===== config.mk =====
export PLATFORM = sky130hd
export DESIGN_NAME = decode_stage
export DESIGN_NICKNAME = d
export VERILOG_FILES = /design/src/rtl/coreUtils.sv /design/src/rtl/imm_gen.sv /design/src/rtl/decode_stage.sv
export SDC_FILE = /design/constraint.sdc
export NUM_CORES = 1
export LEC_CHECK = 0
export ABC_AREA = 1
export CORE_ASPECT_RATIO = 0.7
export CORE_MARGIN = 5
export CORE_UTILIZATION = 49
export CTS_CLUSTER_DIAMETER = 200
export DETAILED_ROUTE_END_ITERATION = 8
export PLACE_DENSITY_LB_ADDON = 0.15
export SYNTH_ARGS = -nofsm -noshare
export SYNTH_HDL_FRONTEND = slang
export SYNTH_SLANG_ARGS = --single-unit

===== constraint.sdc =====
create_clock -name clk -period 6.3 [get_ports clk]
set_clock_uncertainty 0.2 [all_clocks]
set_input_delay 1.26 -clock clk [delete_from_list [all_inputs] [get_ports clk]]
set_output_delay 1.26 -clock clk [all_outputs]
set_load 0.1 [all_outputs]

===== src/rtl/coreUtils.sv =====
// Shared types for the decode/execute boundary: ALU op codes, RV32I major
// opcodes and the ID/EX control bundle.
package coreUtils;

  localparam int unsigned DataW = 32;
  localparam int unsigned RegW  = 5;

  typedef enum logic [3:0] {
    AluAdd  = 4'd0,
    AluSub  = 4'd1,
    AluSll  = 4'd2,
    AluSlt  = 4'd3,
    AluSltu = 4'd4,
    AluXor  = 4'd5,
    AluOr   = 4'd6,
    AluAnd  = 4'd7,
    AluSrl  = 4'd8,
    AluSra  = 4'd9,
    AluNop  = 4'd15
  } alu_codes_t;

  typedef enum logic [6:0] {
    OpLoad   = 7'b0000011,
    OpImm    = 7'b0010011,
    OpAuipc  = 7'b0010111,
    OpStore  = 7'b0100011,
    OpOp     = 7'b0110011,
    OpLui    = 7'b0110111,
    OpBranch = 7'b1100011,
    OpJalr   = 7'b1100111,
    OpJal    = 7'b1101111
  } opcode_t;

  typedef struct packed {
    logic             valid;
    logic [DataW-1:0] pc;
    logic [RegW-1:0]  rs1;
    logic [RegW-1:0]  rs2;
    logic [RegW-1:0]  rd;
    logic [DataW-1:0] imm;
    alu_codes_t       alu_code;
    logic             aluin1_m;
    logic             aluin2_m;
    logic             alu_pc_m;
    logic             alu_imm_m;
    logic             mem_read;
    logic             mem_write;
    logic             reg_write;
    logic             branch;
    logic [2:0]       funct3;
  } id_ex_t;

  // funct3 -> ALU op; alt selects SUB/SRA (instr[30]).
  function automatic alu_codes_t alu_op(input logic [2:0] f3, input logic alt);
    alu_codes_t code;
    unique case (f3)
      3'b000:  code = alt ? AluSub : AluAdd;
      3'b001:  code = AluSll;
      3'b010:  code = AluSlt;
      3'b011:  code = AluSltu;
      3'b100:  code = AluXor;
      3'b101:  code = alt ? AluSra : AluSrl;
      3'b110:  code = AluOr;
      default: code = AluAnd;
    endcase
    return code;
  endfunction

  // Empty ID/EX slot: not valid, NOP, every control bit low.
  function automatic id_ex_t bubble_bundle(input logic [DataW-1:0] pc);
    id_ex_t b;
    b          = '0;
    b.pc       = pc;
    b.alu_code = AluNop;
    return b;
  endfunction

endpackage


===== src/rtl/imm_gen.sv =====
// Immediate generator: selects the RV32I immediate format from the opcode
// and sign-extends it. Purely combinational.
module imm_gen
  import coreUtils::*;
(
  input  logic [DataW-1:0] i_instr,
  output logic [DataW-1:0] o_imm
);

  opcode_t w_opcode;
  assign w_opcode = opcode_t'(i_instr[6:0]);

  // Format select; R-type and unknown opcodes carry no immediate.
  always_comb begin
    o_imm = '0;
    case (w_opcode)
      OpImm, OpLoad, OpJalr: o_imm = {{20{i_instr[31]}}, i_instr[31:20]};
      OpStore:  o_imm = {{20{i_instr[31]}}, i_instr[31:25], i_instr[11:7]};
      OpBranch: o_imm = {{19{i_instr[31]}}, i_instr[31], i_instr[7], i_instr[30:25],
                         i_instr[11:8], 1'b0};
      OpLui, OpAuipc: o_imm = {i_instr[31:12], 12'b0};
      OpJal:    o_imm = {{11{i_instr[31]}}, i_instr[31], i_instr[19:12], i_instr[20],
                         i_instr[30:21], 1'b0};
      default:  o_imm = '0;
    endcase
  end

endmodule


===== src/rtl/decode_stage.sv =====
// RV32I decode stage: decodes one instruction per valid/ready handshake into
// the execute control bundle held in the ID/EX register, with load-use
// interlock and flush-to-bubble.
// Optional macro DECODE_ILLEGAL_TRAP_EN: illegal encodings are captured with
// ex_illegal=1 and the stage halts until reset. Without it they become bubbles.
module decode_stage
  import coreUtils::*;
#(
  parameter int unsigned      XLEN     = 32,
  parameter logic [XLEN-1:0]  RESET_PC = '0
) (
  input  logic             clk,
  input  logic             nRst,
  input  logic             flush,
  input  logic             if_valid,
  input  logic [XLEN-1:0]  if_instr,
  input  logic [XLEN-1:0]  if_pc,
  output logic             if_ready,
  input  logic             ex_ready,
  output logic             ex_valid,
  output logic [XLEN-1:0]  ex_pc,
  output logic [4:0]       ex_rs1,
  output logic [4:0]       ex_rs2,
  output logic [4:0]       ex_rd,
  output logic [XLEN-1:0]  ex_imm,
  output alu_codes_t       ex_aluCode,
  output logic             ex_aluin1_m,
  output logic             ex_aluin2_m,
  output logic             ex_aluPC_m,
  output logic             ex_aluImm_m,
  output logic             ex_memRead,
  output logic             ex_memWrite,
  output logic             ex_regWrite,
  output logic             ex_branch,
  output logic [2:0]       ex_funct3
`ifdef DECODE_ILLEGAL_TRAP_EN
  ,
  output logic             ex_illegal
`endif
);

  typedef enum logic [0:0] {StRun, StHalt} state_e;

  state_e           r_state, w_state_next;
  id_ex_t           r_idex, w_idex_next, w_dec;
  logic             w_dec_ok;
  logic             w_advance, w_hazard;
  logic [DataW-1:0] w_imm;
  opcode_t          w_opcode;
  logic [6:0]       w_f7;
  logic [2:0]       w_f3;

  assign w_opcode = opcode_t'(if_instr[6:0]);
  assign w_f7     = if_instr[31:25];
  assign w_f3     = if_instr[14:12];

  imm_gen u_imm_gen (
    .i_instr (if_instr),
    .o_imm   (w_imm)
  );

  // Decoder table: instruction word -> control bundle plus legality flag.
  always_comb begin
    w_dec           = '0;
    w_dec.valid     = 1'b1;
    w_dec.pc        = if_pc;
    w_dec.imm       = w_imm;
    w_dec.funct3    = w_f3;
    w_dec.alu_code  = AluNop;
    w_dec.alu_pc_m  = 1'b1;
    w_dec.alu_imm_m = 1'b1;
    w_dec_ok        = 1'b0;
    case (w_opcode)
      OpOp: begin
        w_dec.rs1       = if_instr[19:15];
        w_dec.rs2       = if_instr[24:20];
        w_dec.rd        = if_instr[11:7];
        w_dec.reg_write = 1'b1;
        w_dec.alu_code  = alu_op(w_f3, if_instr[30]);
        w_dec_ok        = (w_f7 == 7'b0000000) ||
                          ((w_f7 == 7'b0100000) && ((w_f3 == 3'b000) || (w_f3 == 3'b101)));
      end
      OpImm: begin
        w_dec.rs1       = if_instr[19:15];
        w_dec.rd        = if_instr[11:7];
        w_dec.reg_write = 1'b1;
        w_dec.aluin2_m  = 1'b1;
        // Only the shift-right form uses instr[30] (SRAI); ADDI never subtracts.
        w_dec.alu_code  = alu_op(w_f3, (w_f3 == 3'b101) && if_instr[30]);
        if (w_f3 == 3'b001)      w_dec_ok = (w_f7 == 7'b0000000);
        else if (w_f3 == 3'b101) w_dec_ok = (w_f7 == 7'b0000000) || (w_f7 == 7'b0100000);
        else                     w_dec_ok = 1'b1;
      end
      OpLui: begin
        w_dec.rd        = if_instr[11:7];
        w_dec.reg_write = 1'b1;
        w_dec.alu_code  = AluAdd;
        w_dec.aluin2_m  = 1'b1;
        w_dec.alu_imm_m = 1'b0;
        w_dec_ok        = 1'b1;
      end
      OpAuipc: begin
        w_dec.rd        = if_instr[11:7];
        w_dec.reg_write = 1'b1;
        w_dec.alu_code  = AluAdd;
        w_dec.aluin1_m  = 1'b1;
        w_dec.aluin2_m  = 1'b1;
        w_dec_ok        = 1'b1;
      end
      OpJal: begin
        w_dec.rd        = if_instr[11:7];
        w_dec.reg_write = 1'b1;
        w_dec.alu_code  = AluAdd;
        w_dec.aluin1_m  = 1'b1;
        w_dec.aluin2_m  = 1'b1;
        w_dec.alu_pc_m  = 1'b0;
        w_dec_ok        = 1'b1;
      end
      OpJalr: begin
        w_dec.rs1       = if_instr[19:15];
        w_dec.rd        = if_instr[11:7];
        w_dec.reg_write = 1'b1;
        w_dec.alu_code  = AluAdd;
        w_dec.aluin2_m  = 1'b1;
        w_dec.alu_pc_m  = 1'b0;
        w_dec_ok        = (w_f3 == 3'b000);
      end
      OpBranch: begin
        w_dec.rs1       = if_instr[19:15];
        w_dec.rs2       = if_instr[24:20];
        w_dec.alu_code  = AluSub;
        w_dec.branch    = 1'b1;
        w_dec_ok        = (w_f3 != 3'b010) && (w_f3 != 3'b011);
      end
      OpLoad: begin
        w_dec.rs1       = if_instr[19:15];
        w_dec.rd        = if_instr[11:7];
        w_dec.reg_write = 1'b1;
        w_dec.mem_read  = 1'b1;
        w_dec.alu_code  = AluAdd;
        w_dec.aluin2_m  = 1'b1;
        w_dec_ok        = (w_f3 != 3'b011) && (w_f3 != 3'b110) && (w_f3 != 3'b111);
      end
      OpStore: begin
        w_dec.rs1       = if_instr[19:15];
        w_dec.rs2       = if_instr[24:20];
        w_dec.mem_write = 1'b1;
        w_dec.alu_code  = AluAdd;
        w_dec.aluin2_m  = 1'b1;
        w_dec_ok        = (w_f3 <= 3'b010);
      end
      default: w_dec_ok = 1'b0;
    endcase
    // Writes to x0 are architecturally discarded.
    if (w_dec.rd == '0) w_dec.reg_write = 1'b0;
  end

  // Load-use interlock; unused rs fields are already 0 and ex_rd!=0 is required.
  always_comb begin
    w_advance = !r_idex.valid || ex_ready;
    w_hazard  = r_idex.valid && r_idex.mem_read && (r_idex.rd != '0) &&
                ((w_dec.rs1 == r_idex.rd) || (w_dec.rs2 == r_idex.rd));
  end

`ifdef DECODE_ILLEGAL_TRAP_EN
  logic r_illegal, w_illegal_next;
`endif

  // Next-state for FSM and ID/EX register, plus the fetch-side ready.
  always_comb begin
    w_state_next = r_state;
    w_idex_next  = r_idex;
`ifdef DECODE_ILLEGAL_TRAP_EN
    w_illegal_next = r_illegal;
`endif
    if (r_state == StRun) begin
      if (flush) begin
        w_idex_next = bubble_bundle(RESET_PC);
      end else if (w_advance) begin
        if (w_hazard || !if_valid) begin
          w_idex_next = bubble_bundle(RESET_PC);
        end else if (w_dec_ok) begin
          w_idex_next = w_dec;
        end else begin
`ifdef DECODE_ILLEGAL_TRAP_EN
          w_idex_next       = bubble_bundle(if_pc);
          w_idex_next.valid = 1'b1;
          w_illegal_next    = 1'b1;
          w_state_next      = StHalt;
`else
          w_idex_next = bubble_bundle(RESET_PC);
`endif
        end
      end
    end
    if_ready = nRst && (r_state == StRun) && (flush || (w_advance && !w_hazard));
  end

  // State and ID/EX register; reset clears everything immediately.
  always_ff @(posedge clk or negedge nRst) begin
    if (!nRst) begin
      r_state <= StRun;
      r_idex  <= bubble_bundle(RESET_PC);
    end else begin
      r_state <= w_state_next;
      r_idex  <= w_idex_next;
    end
  end

`ifdef DECODE_ILLEGAL_TRAP_EN
  // Sticky illegal flag, cleared only by reset.
  always_ff @(posedge clk or negedge nRst) begin
    if (!nRst) r_illegal <= 1'b0;
    else       r_illegal <= w_illegal_next;
  end
  assign ex_illegal = r_illegal;
`endif

  assign ex_valid    = r_idex.valid;
  assign ex_pc       = r_idex.pc;
  assign ex_rs1      = r_idex.rs1;
  assign ex_rs2      = r_idex.rs2;
  assign ex_rd       = r_idex.rd;
  assign ex_imm      = r_idex.imm;
  assign ex_aluCode  = r_idex.alu_code;
  assign ex_aluin1_m = r_idex.aluin1_m;
  assign ex_aluin2_m = r_idex.aluin2_m;
  assign ex_aluPC_m  = r_idex.alu_pc_m;
  assign ex_aluImm_m = r_idex.alu_imm_m;
  assign ex_memRead  = r_idex.mem_read;
  assign ex_memWrite = r_idex.mem_write;
  assign ex_regWrite = r_idex.reg_write;
  assign ex_branch   = r_idex.branch;
  assign ex_funct3   = r_idex.funct3;

endmodule


## Word-level counts from Yosys, hierarchy flattened

Cells that the tools add are included.

| storage, ports and cells | value |
|---|---|
| register bits after elaboration | 95 |
| latch bits | 0 |
| bits in writable memories | 0 |
| ROM bits | 0 |
| input port bits | 69 |
| output and inout port bits | 96 |
| word-level logic and storage cells | 101 |
| memories kept | 0 |

| cells by class | value |
|---|---|
| $add $sub $neg | 0 |
| $mul | 0 |
| divide/modulo/power cells | 0 |
| magnitude comparators | 1 |
| eq/ne operators | 22 |
| shift operators | 0 |
| muxes and demuxes | 27 |
| bitwise operators | 0 |
| reductions and logical operators | 35 |

Operators with widths:

| kind | count |
|---|---|
| 2-to-1 mux 95 bit | 4 |
| case mux 32 bit (5 select lines) | 1 |
| case mux 4 bit (7 select lines) | 2 |
| == test 7 x 6 -> 1 bit (second input constant) | 4 |
| == test 7 bit (second input constant) | 3 |
| case mux 4 bit (4 select lines) | 1 |
| 2-to-1 mux 1 bit | 15 |
| 2-to-1 mux 5 bit | 3 |
| == test 7 x 5 -> 1 bit (second input constant) | 2 |
| OR reduction 7 bit | 2 |
| OR reduction 6 bit | 2 |
| == test 5 bit | 2 |
| logical AND 1 bit | 10 |
| == test 3 bit (second input constant) | 3 |
| OR reduction 3 bit | 3 |
| == test 7 x 2 -> 1 bit (second input constant) | 1 |
| logical NOT 7 bit | 1 |
| logical OR 1 bit | 7 |
| case mux 1 bit (7 select lines) | 1 |
| == test 3 x 2 -> 1 bit (second input constant) | 2 |
| != test 3 x 2 -> 1 bit (second input constant) | 2 |
| != test 3 bit (second input constant) | 2 |
| OR reduction 2 bit | 3 |
| logical NOT 5 bit | 1 |
| 6 further kinds | 8 |

## Logic depth before layout (Yosys ltp)

| logic depth | value |
|---|---|
| depth after elaboration | 10 |
| mapped depth | 15 |
| gate-level depth less buffers | 15 |

## By module

A second synthesis with hierarchy kept.

| second synthesis, totals | value |
|---|---|
| cells, all modules | 704 |
| area total of the unflattened synthesis | 5180.0 µm² |

Modules (own cells, without submodules):

| module | times used | cells each | area an instance (µm²) | sequential area each (µm²) |
|---|---|---|---|---|
| decode_stage | 1 | 541 | 4420.5 | 2382.3 |
| imm_gen | 1 | 163 | 759.5 | 0.0 |

## Worst setup path before layout

Ideal clock, no wire load.

| timing | value |
|---|---|
| path kind | in2out |
| start | in if_instr[1] |
| end | out if_ready |
| data arrival time | 2.883 ns |
| data required time | 4.840 ns |
| path slack | 1.957 ns |
| stages | 11 |
| path buffers | 0 |
| cell sequence | nand2_1 nor2_2 nand2_1 nand2_4 nand2_2 xor2_1 nand3_1 nand2_1 nand3_1 nand3_1 inv_1 |

| on the way | value |
|---|---|
| word-level cells in the longest chain between the ends | 10 |
| elaborated cells between the ends (all ways) | 18 |
| those cells by class | eq/ne: 8; mux: 2; reduce/logical: 8 |

RTL lines:

| item | line | text |
|---|---|---|
| start, declared | decode_stage.sv:16 | `input logic [XLEN-1:0] if_instr,` |
| == test 7 x 6 -> 1 bit, or another cell as far along | decode_stage.sv:73 | `case (w_opcode)` |
| OR reduction 6 bit (no line) or OR reduction 3 bit (tied branches) | - |  |
| 2-to-1 mux 5 bit | decode_stage.sv:73 |  |
| == test 5 bit | decode_stage.sv:162 | `((w_dec.rs1 == r_idex.rd) \|\| (w_dec.rs2 == r_idex.rd));` |
| logical OR 1 bit * | decode_stage.sv:162 |  |
| logical AND 1 bit * | decode_stage.sv:161 | `w_hazard = r_idex.valid && r_idex.mem_read && (r_idex.rd != '0) &&` |
| logical NOT 1 bit * | decode_stage.sv:196 | `if_ready = nRst && (r_state == StRun) && (flush \|\| (w_advance && !w_hazard));` |
| logical AND 1 bit * | decode_stage.sv:196 |  |
| logical OR 1 bit * | decode_stage.sv:196 |  |
| logical AND 1 bit * | decode_stage.sv:196 |  |
| end, declared | decode_stage.sv:18 | `output logic if_ready,` |

Every way passes the cells marked *; elsewhere a longest branch is shown, timed or not.

## Worst setup path in the final report

| timing | value |
|---|---|
| start | in if_instr[5] |
| end | out if_ready |

Same word-level chain as after synthesis.

==> out/metrics.cfg <==
[power_and_ir_drop]
pwr_density_cell_nw_per_um2=189
p_leak_nw=3.01
power_mw=1.26
ir_drop_uv=167

[critical_path]
cp_slowest_cell=clkdlybuf4s50_1
path_cells=clkdlybuf4s50_1 > nand3_2 > a21oi_4 > nand2_1 > o21ai_1 > inv_1 > nand3_1 > nand2_1 > nand3_1 > nand3_1 > inv_1 > buf_4
crit_type=in2out
cp_slowest_stage_delay_ns=0.69
crit_fanout=9
critPathBufInv=4
r2r_cells=8
crit_arrival_ns=3.53
r2r_start=ex_rd[2]$_DFFE_PN0P_
cp.depth=12
cpMostUsedCell=nand3_1
critPathCaptureType=primary output
rrSetupSlack_ns=3.31
cp.required_ns=4.84
start_kind=input port
r2r_end=ex_imm[1]$_DFFE_PN0P_
crit_family=buffers and inverters

[timing]
setup_violations=0
rsz0062_at_grt=false
period_share_pct=79.2
max_slew_margin_pct=29.2
tightestPinTransition_ns=1.06
fin_hold_ws_ns=0.288
slew_viol_final=0
totalNegativeSetupSlack_ns=0
fmax_ghz=0.200
setup_ws_ns=1.31
period_minus_slack_ns=4.99
finalHoldViolCount=0

[synthesis]
yosysTopAreaCell=dfrtp_1
synth_top_family_by_area=simple AND/OR/NAND/NOR gates
synth_commonest_cells=nand2_1, dfrtp_1, o21ai_1
synth-edff-count=0
postSynthRegisterBits=95
synth_adder_area_share_pct=0
synth.most_common_cell=nand2_1
synthTopCellsByArea=dfrtp_1, nand2_1, o21ai_1
synth_area_per_cell_um2=7.63
netlist_area_um2=4700
synth_top_area_share_pct=48.4
syn_inst=616
synth-async-reset-ratio_pct=100
synth.area.mux_share_pct=0
yosysUniqueCellTypes=30
synth-compound-area-share_pct=14.7
ys.flop_type=dfrtp_1
synth_xor_area_share_pct=0.186
ys_seq_area_share_pct=50.7
synth_nets=685
synthSimpleGateAreaFrac_pct=28.1
yosys_warnings=0

[placement]
dp_hpwl_um=10900
portBuffers=164
place_congestion=0.885
post-place-ws_ns=1.35

[routing]
dr.first_iter.drc_count=505
ant_nets=0
drc=0
vias=4785
totalWireLength_um=14800
detail_route.wl_per_cell_um=16.5
firstDrtPassIters=6
viasPerCell=5.34

[grt]
grt_remaining_overflow=0
grt_max_degree=57
grt_pass1_vias=4534
antenna_found_initial=0
grtUsageTotal_pct=25.1
grt_pass1_wl_um=23400

[clocking]
cts_buffers=9
cts_sinks=95
htreeDepth=3
cts_setup_buffers=0
cts_tree=done
insertion_delay_ns=0.34
clk_pin_slew_ns=0.07
clock_path_buffers=2
cts_hold_buf=0
cts_root_buf=clkbuf_16
ctsResizeCount=0

[finish]
nets=836
area_growth_pct=42.3
nFillCells=727
drive_above_1_share_pct=6.48
insertedDiodeCount=0

[floorplan]
initial_core_util_pct=51.0
die_y_um=92.0
die_w_um=127
coreArea_um2=9220
rows=29
dieArea_um2=11700
ios=165

[job]
maxCapViolCount=0

[run_status]
outcome=complete, no violations

[hold_path]
min_to=ex_rs1[3]$_DFFE_PN0P_
min_from=ex_rs1[3]$_DFFE_PN0P_
whs_path_depth=2
min_path_type=reg2reg

==> worst reg2reg max path, delay by kind of cell (launching register included) <==
kind            cells  cell delay (ns)
compound gates      2             0.55
simple gates        3             0.83
flops               1             0.45
buf+inv             3             0.86
==> cell families (layout without fill, tap and decap cells) <==
kind of cell / count (synthesis) / in the layout
buf+inv: 75 / 231
simple gates: 316 / 316
xor+xnor: 1 / 1
compound gates: 129 / 129
flops: 95 / 95
==> area by class of cell <==
cell class | instances | area (um^2) | area share (%)
well taps | 124 | 155 | 2.32
repair buffers | 168 | 1670 | 24.9
clock inverters | 7 | 62.6 | 0.935
multi-input cells | 446 | 2020 | 30.2
flip-flops and latches | 95 | 2380 | 35.6
inverters | 47 | 176 | 2.64
clock buffers | 9 | 225 | 3.37
==> report_power, final <==
| part | switching [mW] | total [mW] | internal [mW] |
|---|---|---|---|
| Clock | 0.250 | 0.527 | 0.277 |
| Sequential | 0.00106 | 0.612 | 0.611 |
| Combinational | 0.0736 | 0.126 | 0.0523 |
==> state kept, by name, summed over array words and instances (netlist names), 3 cells and up <==
name and flops:
ex_imm 32, ex_pc 32, ex_rd 5, ex_rs1 5
ex_rs2 5, ex_aluCode 4, ex_funct3 3
==> through the flow <==
step | std cells | area [um^2] | util (%)
2_1_floorplan | 616 | 4700 | -
3_3_place_gp | 880 | 6400 | 69.5
3_5_place_dp | 880 | 6400 | 69.5
4_1_cts | 896 | 6690 | 72.6
5_1_grt | 896 | 6690 | 72.6
6_report | 896 | 6690 | 72.6
==> layer usage <==
layer  vias to the layer above  track usage (%)  wire length [um]
met5                         -                0                 0
met4                         0             4.38               153
met3                        19             8.30              1460
met2                       207             38.8              6660
met1                      2266             35.2              6540
li1                       2293                -                 -
==> how the worst max path moves through the flow <==
stage	startpoint	end	slack [ns]
floorplan	if_instr[1]	if_ready	1.96
global placement	if_instr[5]	if_ready	1.39
detailed placement	if_instr[5]	if_ready	1.35
CTS	if_instr[5]	if_ready	1.33
global route	if_instr[5]	if_ready	1.12
finish	if_instr[5]	if_ready	1.31
==> cell usage in the layout, fill, tap and decap left out, types with 2 or more instances in the layout <==
master and n:
nand2_1 236, clkdlybuf4s50_1 162, dfrtp_1 91, o21ai_1 71, o21ai_0 43, inv_1 42
nor2_1 30, nand3_1 26, clkbuf_16 9, nor3_1 7, buf_4 6, inv_2 5
nand3_2 5, o22ai_1 5, nand2_2 4, dfstp_2 4, nand2_4 3, nor2_2 2
a21oi_4 2, a21oi_1 2, inv_8 2, clkinv_4 2, inv_6 2
Power figures use the tool's default switching activity.
